**config.mk**
```make
export PLATFORM = sky130hd
export DESIGN_NAME = seq_chunk_adder_flat
export DESIGN_NICKNAME = d
export VERILOG_FILES = /design/src/rtl/seq_chunk_adder_if.sv /design/src/rtl/seq_chunk_adder.sv /design/src/flat_wrapper.sv
export SDC_FILE = /design/constraint.sdc
export NUM_CORES = 1
export LEC_CHECK = 0
export ABC_AREA = 1
export BUFFER_PORTS_ARGS = -buffer_cell sky130_fd_sc_hd__buf_2
export CAP_MARGIN = 40
export CORE_ASPECT_RATIO = 1.4
export CORE_MARGIN = 2
export CORE_UTILIZATION = 55
export CTS_CLUSTER_DIAMETER = 120
export DETAILED_ROUTE_END_ITERATION = 8
export PLACE_DENSITY = 0.78
export SKIP_LAST_GASP = 1
export SLEW_MARGIN = 20
export SYNTH_ARGS = -nofsm -noshare
export SYNTH_HDL_FRONTEND = slang
export SYNTH_SLANG_ARGS = --single-unit
```
**constraint.sdc**
```tcl
create_clock -name clk -period 3.5 [get_ports clk]
set_input_delay 0.7 -clock clk [delete_from_list [all_inputs] [get_ports clk]]
set_output_delay 0.7 -clock clk [all_outputs]
set_load 0.02 [all_outputs]
```
**src/rtl/seq_chunk_adder_if.sv**
```systemverilog
// Operand/result bundle for seq_chunk_adder: operand side and result side, each valid/ready.
// Latency: none (wires only).
// Backpressure: in_ready gates the producer, out_ready holds the result in place.
//
// Signals:
//   in_valid/in_ready   operand handshake (producer -> adder)
//   a, b, sub           operands and mode (0 = a+b, 1 = a-b)
//   out_valid/out_ready result handshake (adder -> consumer)
//   s                   {carry_out, sum[WIDTH-1:0]}
//   ovf                 two's-complement overflow of sum
interface seq_chunk_adder_if #(
    parameter int WIDTH = 16
) ();
    logic             in_valid;
    logic             in_ready;
    logic [WIDTH-1:0] a;
    logic [WIDTH-1:0] b;
    logic             sub;
    logic             out_valid;
    logic             out_ready;
    logic [WIDTH:0]   s;
    logic             ovf;

    // The adder side.
    modport slave (
        input  in_valid, a, b, sub, out_ready,
        output in_ready, out_valid, s, ovf
    );

    // The producer/consumer side.
    modport master (
        output in_valid, a, b, sub, out_ready,
        input  in_ready, out_valid, s, ovf
    );
endinterface

```
**src/rtl/seq_chunk_adder.sv**
```systemverilog
// Multi-cycle adder/subtractor: adds a WIDTH-bit pair CHUNK bits per clock with a registered carry.
// Latency: accept at posedge T, out_valid after posedge T+N (N = WIDTH/CHUNK); one op per N+2 cycles.
// Backpressure: in_ready only in IDLE; result and ovf held stable in DONE until out_ready.
//
// Ports:
//   clk    rising-edge clock
//   rst_n  asynchronous active-low reset; discards any operation in flight
//   bus    seq_chunk_adder_if.slave (operand and result handshakes, s, ovf)
//
// WIDTH must be an integer multiple of CHUNK; CHUNK == WIDTH gives a single BUSY cycle.
module seq_chunk_adder #(
    parameter int WIDTH = 16,
    parameter int CHUNK = 4
) (
    input  logic             clk,
    input  logic             rst_n,
    seq_chunk_adder_if.slave bus
);

    localparam int N    = WIDTH / CHUNK;
    localparam int IDXW = (N > 1) ? $clog2(N) : 1;

    typedef enum logic [1:0] {
        IDLE = 2'd0,
        BUSY = 2'd1,
        DONE = 2'd2
    } state_t;

    state_t           state_q;
    logic [WIDTH-1:0] a_q;
    logic [WIDTH-1:0] b_q;      // holds ~b for subtract, so BUSY always adds
    logic             carry_q;  // seeded with sub: the +1 of the two's complement
    logic [IDXW-1:0]  idx_q;
    logic [WIDTH-1:0] sum_q;    // working sum, separate from s so s keeps the last result
    logic [WIDTH:0]   s_q;
    logic             ovf_q;
    logic             in_ready_q;
    logic             out_valid_q;

    logic [CHUNK-1:0] a_chunk;
    logic [CHUNK-1:0] b_chunk;
    logic [CHUNK:0]   chunk_res;
    logic [WIDTH-1:0] sum_next;
    logic             msb_cin;
    logic             last_chunk;

    // Datapath for the chunk selected by idx_q.
    always_comb begin
        a_chunk    = a_q[int'(idx_q) * CHUNK +: CHUNK];
        b_chunk    = b_q[int'(idx_q) * CHUNK +: CHUNK];
        chunk_res  = {1'b0, a_chunk} + {1'b0, b_chunk} + {{CHUNK{1'b0}}, carry_q};
        sum_next   = sum_q;
        sum_next[int'(idx_q) * CHUNK +: CHUNK] = chunk_res[CHUNK-1:0];
        // Carry into the MSB recovered from the MSB's own sum bit: s = a ^ b ^ cin.
        msb_cin    = a_q[WIDTH-1] ^ b_q[WIDTH-1] ^ sum_next[WIDTH-1];
        last_chunk = (idx_q == IDXW'(N - 1));
    end

    always_ff @(posedge clk or negedge rst_n) begin
        if (!rst_n) begin
            state_q     <= IDLE;
            a_q         <= '0;
            b_q         <= '0;
            carry_q     <= 1'b0;
            idx_q       <= '0;
            sum_q       <= '0;
            s_q         <= '0;
            ovf_q       <= 1'b0;
            in_ready_q  <= 1'b1;
            out_valid_q <= 1'b0;
        end else begin
            case (state_q)
                IDLE: begin
                    if (bus.in_valid) begin
                        a_q        <= bus.a;
                        b_q        <= bus.sub ? ~bus.b : bus.b;
                        carry_q    <= bus.sub;
                        idx_q      <= '0;
                        in_ready_q <= 1'b0;
                        state_q    <= BUSY;
                    end
                end

                BUSY: begin
                    sum_q   <= sum_next;
                    carry_q <= chunk_res[CHUNK];
                    if (last_chunk) begin
                        s_q         <= {chunk_res[CHUNK], sum_next};
                        ovf_q       <= msb_cin ^ chunk_res[CHUNK];
                        out_valid_q <= 1'b1;
                        state_q     <= DONE;
                    end else begin
                        idx_q <= idx_q + IDXW'(1);
                    end
                end

                DONE: begin
                    if (bus.out_ready) begin
                        out_valid_q <= 1'b0;
                        in_ready_q  <= 1'b1;
                        state_q     <= IDLE;
                    end
                end

                default: begin
                    state_q     <= IDLE;
                    in_ready_q  <= 1'b1;
                    out_valid_q <= 1'b0;
                end
            endcase
        end
    end

    assign bus.in_ready  = in_ready_q;
    assign bus.out_valid = out_valid_q;
    assign bus.s         = s_q;
    assign bus.ovf       = ovf_q;

endmodule

```
**src/flat_wrapper.sv**
```systemverilog
// flat-port wrapper written by rule: the top's interface ports become plain ports
module seq_chunk_adder_flat 
#(
    parameter int WIDTH = 16,
    parameter int CHUNK = 4
)
  (clk, rst_n, bus_in_valid, bus_a, bus_b, bus_sub, bus_out_ready, bus_in_ready, bus_out_valid, bus_s, bus_ovf);
  seq_chunk_adder_if #(.WIDTH(WIDTH)) bus_i ();
  input  logic clk;
  input  logic rst_n;
  input wire logic [$bits(bus_i.in_valid)-1:0] bus_in_valid;
  input wire logic [$bits(bus_i.a)-1:0] bus_a;
  input wire logic [$bits(bus_i.b)-1:0] bus_b;
  input wire logic [$bits(bus_i.sub)-1:0] bus_sub;
  input wire logic [$bits(bus_i.out_ready)-1:0] bus_out_ready;
  output wire logic [$bits(bus_i.in_ready)-1:0] bus_in_ready;
  output wire logic [$bits(bus_i.out_valid)-1:0] bus_out_valid;
  output wire logic [$bits(bus_i.s)-1:0] bus_s;
  output wire logic [$bits(bus_i.ovf)-1:0] bus_ovf;
  assign bus_i.in_valid = bus_in_valid;
  assign bus_i.a = bus_a;
  assign bus_i.b = bus_b;
  assign bus_i.sub = bus_sub;
  assign bus_i.out_ready = bus_out_ready;
  assign bus_in_ready = bus_i.in_ready;
  assign bus_out_valid = bus_i.out_valid;
  assign bus_s = bus_i.s;
  assign bus_ovf = bus_i.ovf;
  seq_chunk_adder #(.WIDTH(WIDTH), .CHUNK(CHUNK)) u_core (.clk(clk), .rst_n(rst_n), .bus(bus_i));
endmodule
```
==> impl_metrics.tcl, run 1 <==
set metrics [dict create \
    outcome "finished clean" \
    cts_root_buffer "clkbuf_8" \
    hold_class "in -> async" \
    grtUsageTotal_pct 22.6 \
    yosys.area_share.simple_pct 22.1 \
    clk_pin_slew_ps 80 \
    synth_xor_area_share_pct 4.36 \
    cts_tree "built" \
    p_per_area_mw_per_mm2 1010 \
    nFillCells 600 \
    first_global_vias 2840 \
    crit_type "reg -> reg" \
    placed_cells_incl_taps 546 \
    syn_nets 481 \
    synth-edff-count 0 \
    min_period_ps 2710 \
    gr-total-overflow 0 \
    netlist_area_mm2 0.00362 \
    clkLatencyLatePin_ps 350 \
    ant_nets 0 \
    synthCells 433 \
    die_area_mm2 0.00725 \
    timing.rr.end "u_core.bus.ovf" \
    drtIter0Drc 160 \
    yosys.area_share.adder_pct 4.22 \
    ys_warn_count 0 \
    r2r_cells 15 \
    drtPass1Iterations 4 \
    yosysTopAreaCell "dfrtp_1" \
    vias 2971 \
    grt_pass1_wl_mm 12.7 \
    initial_core_util_pct 55.8 \
    syn2layout_area_growth_pct 14.6 \
    synth_seq_area_share_pct 50.6 \
    htreeDepth 3 \
    portBuffers 56 \
    worstSetupEndpoint "u_core.bus.ovf" \
    critPathLaunchType "flip-flop" \
    muxShareOfSynthArea_pct 0 \
    cts.hold.buffers_added 0 \
    finClkSkew_ps 10.5 \
    critPathLaunch "u_core.idx_q[1]" \
    synth_area_per_cell_um2 8.35 \
    totalWireLength_mm 7.42 \
    synth_compound_gate_area_share_pct 11.8 \
    rows 35 \
    num-nets-final 532 \
    io_pins 57 \
    ys.flop_type "dfrtp_1" \
    synth_top_cell_area_share_pct 49.8 \
    drive_gt1_share_pct 18.2 \
    clock-sinks 73 \
    async_reset_ff_share_pct 100 \
    cts_setup_buffers 0 \
    numCtsBuffers 9 \
    hold_viol 0 \
    clockBufferDepth 2 \
    worst_pin_slew_ps 600 \
    critPathMaxFanout 14 \
    fmax_ghz 0.369 \
    power_leakage_nw 2.14 \
    final_cells 563 \
    regToRegSetupSlack_ps 790 \
    end_kind "flip-flop" \
    die_w_um 72.5 \
    ir_worst_vdd_v 0.000669 \
    ctsResizeCount 0 \
    drv_slew 0 \
    antenna_found_initial 0 \
    viasPerCell 5.28 \
    grt_max_degree 74 \
    core_mm2 0.00648 \
    synth_top_family_by_area "simple AND/OR/NAND/NOR gates" \
    fin_tns_setup_ps 0 \
    ys_types 30 \
    max_slew_margin_pct 59.9 \
    maxCapViolCount 0 \
    timing.final.crit_share_pct 77.3 \
    drc 0 \
    dp_hpwl_mm 5.30 \
    die_h_um 99.9 \
    wl_per_cell_um 13.2 \
    yosysMostFrequentCell "nand2_1" \
    antenna_cells 0 \
    synth_area_leaders "dfrtp_1 50%, nand2_1 17%, o21ai_0 6.5%, xnor2_1 3.9%, inv_1 3.2%" \
    cp_data_required_time_ps 3790 \
    arrival_ps 3000 \
    rsz0062_at_grt "false" \
    finalSetupViolations 0 \
    gp_congestion 0.877 \
    synth_commonest_cells "162 x nand2_1, 72 x dfrtp_1, 47 x o21ai_0" \
    regToRegStartpoint "u_core.idx_q[1]" \
    synth-seq-cells 73 \
]
-- how the worst min path moves through the flow --
stage | start | end | slack (ps) | cells past startpoint
finish | rst_n | u_core.bus.s[9] | 360 | 2
global route | rst_n | u_core.bus.s[9] | 380 | 2
CTS | rst_n | u_core.bus.s[9] | 380 | 2
detailed placement | u_core.bus.in_ready | u_core.bus.in_ready | 460 | 2
global placement | u_core.bus.in_ready | u_core.bus.in_ready | 450 | 2
floorplan | rst_n | u_core.a_q[0] | 400 | 0
-- layer usage --
| layer | part of all wire [%] | GRT usage, % | vias to the layer above |
|---|---|---|---|
| met5 | 0 | 0 | - |
| met4 | 3.5 | 10.4 | 0 |
| met3 | 3.6 | 6.53 | 22 |
| met2 | 52 | 37.3 | 71 |
| met1 | 41 | 26.9 | 1396 |
| li1 | - | - | 1482 |
-- flip-flops by register name (all words and copies together) (netlist names) --
signal,cells
u_core.a_q,16
u_core.b_q,16
u_core.bus.in_ready,1
u_core.bus.out_valid,1
u_core.bus.ovf,1
u_core.bus.s,17
u_core.carry_q,1
u_core.idx_q,2
u_core.state_q,2
u_core.sum_q,16
-- worst max-delay path, stage by stage (launching register included) --
cell,delay (ps)
dfrtp_1,480
inv_1,330
o21ai_0,160
o22ai_1,200
fa_1,260
inv_1,60
fa_1,390
nand3b_1,170
nand2_1,120
or2_1,110
nand2_1,50
inv_1,50
nand3_1,70
nand2_1,80
nand2_1,60
nand2_1,60
-- area by class of cell --
| class | count | area (µm²) | area share, % |
|---|---|---|---|
| Clock buffer | 9 | 124 | 2.99 |
| Clock inverter | 7 | 95.1 | 2.29 |
| Inverter | 37 | 139 | 3.35 |
| Multi-Input combinational cell | 304 | 1540 | 37.1 |
| Sequential cell | 73 | 1830 | 44.1 |
| Tap cell | 74 | 92.6 | 2.23 |
| Timing Repair Buffer | 59 | 328 | 7.91 |
-- stage by stage --
stage	cell area (µm²)	power [mW]	util, %	setup slack, ps	hold slack (ps)
final	4150	4.18	64.0	793	363
after global routing	4150	4.54	64.0	553	378
after CTS	4130	4.18	63.6	821	377
after detailed placement	3910	3.46	60.3	859	457
after global placement	3910	3.38	60.3	964	452
after floorplan	3620	2.96	-	1040	404
-- report_power, final --
part           switching (mW)  total [mW]  internal, mW
sequential              0.227        1.43          1.21
combinational            1.32        2.03         0.715
clock                   0.313       0.712         0.399
total                    1.86        4.18          2.32
-- layout by cell type (no fill, tap or decap), drive strengths merged, types with 3 or more instances in the layout --
cell	Yosys	layout
nand2	164	164
dfrtp	72	72
buf	15	59
o21ai	53	53
inv	37	37
nor2	22	22
o22ai	16	16
xnor2	16	16
ha	9	9
clkbuf	4	9
nand3	8	8
clkinvlp	0	4
a21oi	3	3
-- kinds of logic (layout without fill, tap and decap cells) --
kind of cell / Yosys count / in the layout
buf+inv: 56 / 112
simple gates: 198 / 198
xor+xnor: 18 / 18
fa+ha+maj: 11 / 11
flops: 73 / 73
compound gates: 77 / 77
(Power assumes the default switching activity.)
==> run 2: changes to the inputs <==
- clock period: 3.5 -> 2.8 ns (I/O delays scaled with it)
==> run 2 against run 1 <==
Utilization is 0.54 points higher. Flip-flop and latch count stayed put. Hold slack worse by 350 ps. Cell count is 1.1% higher. Count of clock-buffer cells in the layout is 5 higher.
==> impl_metrics.tcl, run 2 (synthesized netlist as in run 1, its figures left out) <==
set metrics [dict create \
    outcome "finished clean" \
    die_area_mm2 0.00725 \
    htreeDepth 3 \
    grt_pass1_wl_mm 12.8 \
    drc 0 \
    drive_gt1_share_pct 19.0 \
    cp_data_required_time_ps 3070 \
    final_common_cell "nand2_1" \
    die_w_um 72.5 \
    critPathLaunchType "flip-flop" \
    ant_nets 0 \
    final_cell_mix "162 x nand2_1, 71 x dfrtp_1, 56 x buf_2, 47 x o21ai_0, 31 x inv_1" \
    critPathMaxFanout 16 \
    drtIter0Drc 267 \
    portBuffers 56 \
    cts.hold.buffers_added 0 \
    grt_max_degree 40 \
    hold_class "in -> async" \
    worst_pin_slew_ps 466 \
    seqCellArea_mm2 0.00183 \
    viasPerCell 5.13 \
    hold_slack_ps 15.1 \
    hold_viol 0 \
    first_global_vias 2870 \
    largest_reg_flops 17 \
    cts_root_buffer "clkbuf_8" \
    postLayoutCellArea_mm2 0.00418 \
    antenna_cells 0 \
    antenna_found_initial 0 \
    max_slew_margin_pct 69.0 \
    wl_per_cell_um 13.2 \
    utilization_pct 64.5 \
    gr-total-overflow 0 \
    grtUsageTotal_pct 22.8 \
    multi_input_area_mm2 0.00154 \
    finClkSkew_ps 6.82 \
    numCtsBuffers 9 \
    syn2layout_area_growth_pct 15.6 \
    arrival_ps 2840 \
    drv_slew 0 \
    die_h_um 99.9 \
    gp_congestion 0.842 \
    placed_cell_area_mm2 0.00395 \
    clockBufferDepth 2 \
    timing.critical_path.cells "inv_2 > buf_4 > nand2_1 > a32oi_1 > inv_1 > fa_1 > xor2_1 > nor2_1 > nand2_1 > o22ai_1 > nand2_1 > o21ai_0" \
    rsz0062_at_grt "false" \
    vias 2920 \
    clock-sinks 73 \
    drtPass1Iterations 4 \
    timing.final.crit_share_pct 91.7 \
    io_pins 57 \
    power_leakage_nw 2.17 \
    crit_type "reg -> reg" \
    min_period_ps 2570 \
    critPathMaxStageDelay_ps 510 \
    dp_hpwl_mm 5.56 \
    clk_pin_slew_ps 70 \
    path_common_cell "nand2_1" \
    num-nets-final 538 \
    clkLatencyLatePin_ps 350 \
    cts_tree "built" \
    initial_core_util_pct 55.8 \
    finalSetupViolations 0 \
    maxCapViolCount 0 \
    nFillCells 597 \
    core_mm2 0.00648 \
    ir_worst_vdd_v 0.000610 \
    fmax_ghz 0.390 \
    p_per_area_mw_per_mm2 1260 \
    totalWireLength_mm 7.48 \
    crit_slowest_cell "dfrtp_2" \
    fin_tns_setup_ps 0 \
    rows 35 \
    end_kind "flip-flop" \
]
-- run 2: cell types whose count changed in the layout (fill, tap and decap cells not counted), sizes merged --
cell / previous run / this run
buf: 59 / 65
bufinv: 2 / 1
clkbuf: 9 / 14
clkinvlp: 4 / 0
-- run 2: critical path, delay by kind of cell, from the launching register on --
kind / cells / cell delay, ps
AO/OA/AOI/OAI: 3 / 490
XOR/XNOR: 1 / 180
adder cells (fa/ha/maj): 1 / 420
buffers and inverters: 3 / 480
flip-flops: 1 / 510
AND/OR/NAND/NOR: 4 / 420
-- run 2: repair_timing --
item | 4_1_cts | 5_1_grt
buffers inserted | 0 | 0
gates resized for setup | 0 | 1
setup endpoints to repair | 0 | 12
-- run 2: final cells by class --
class                      count  share of cell area, %
multi-input combinational    304                   36.8
tap                           74                   2.21
inverter                      37                   3.32
clock inverter                 2                  0.838
timing repair buffer          65                   8.92
clock buffer                  14                   4.13
sequential                    73                   43.8
-- run 2: path summary, 6_finish.rpt --
path | to | cells past startpoint | slack (ps) | from
setup / recovery | u_core.sum_q[6] | 12 | 230 | u_core.idx_q[0]
hold / removal | u_core.bus.s[10] | 1 | 20 | rst_n
setup reg to reg | u_core.sum_q[6] | 12 | 230 | u_core.idx_q[0]
hold reg to reg | u_core.bus.in_ready | 2 | 470 | u_core.bus.in_ready
max in group asynchronous | u_core.b_q[4] | 3 | 2140 | rst_n
min in group clk | u_core.a_q[6] | 3 | 400 | bus_a[6]
-- run 2: metal layers --
| metal | up-vias | share of wire (%) | wire [µm] | global-route usage [%] |
|---|---|---|---|---|
| li1 | 1499 | - | - | - |
| met1 | 1358 | 42 | 3110 | 26.8 |
| met2 | 52 | 53 | 3980 | 40.4 |
| met3 | 11 | 3.2 | 243 | 4.82 |
| met4 | 0 | 1.9 | 144 | 8.26 |
| met5 | - | 0 | 0 | 0 |
-- run 2: per-stage QoR --
stage	setup WS, ps	cells	total power, mW
2_1_floorplan	336	433	3.70
3_3_place_gp	240	552	4.31
3_5_place_dp	114	552	4.41
4_1_cts	112	568	5.28
5_1_grt	37.4	569	5.70
6_report	233	569	5.26
-- run 2: power by group --
part | internal (mW) | switching [mW] | total (mW)
clock network | 0.484 | 0.374 | 0.858
registers | 1.51 | 0.282 | 1.79
logic | 0.931 | 1.68 | 2.61
total | 2.92 | 2.34 | 5.26
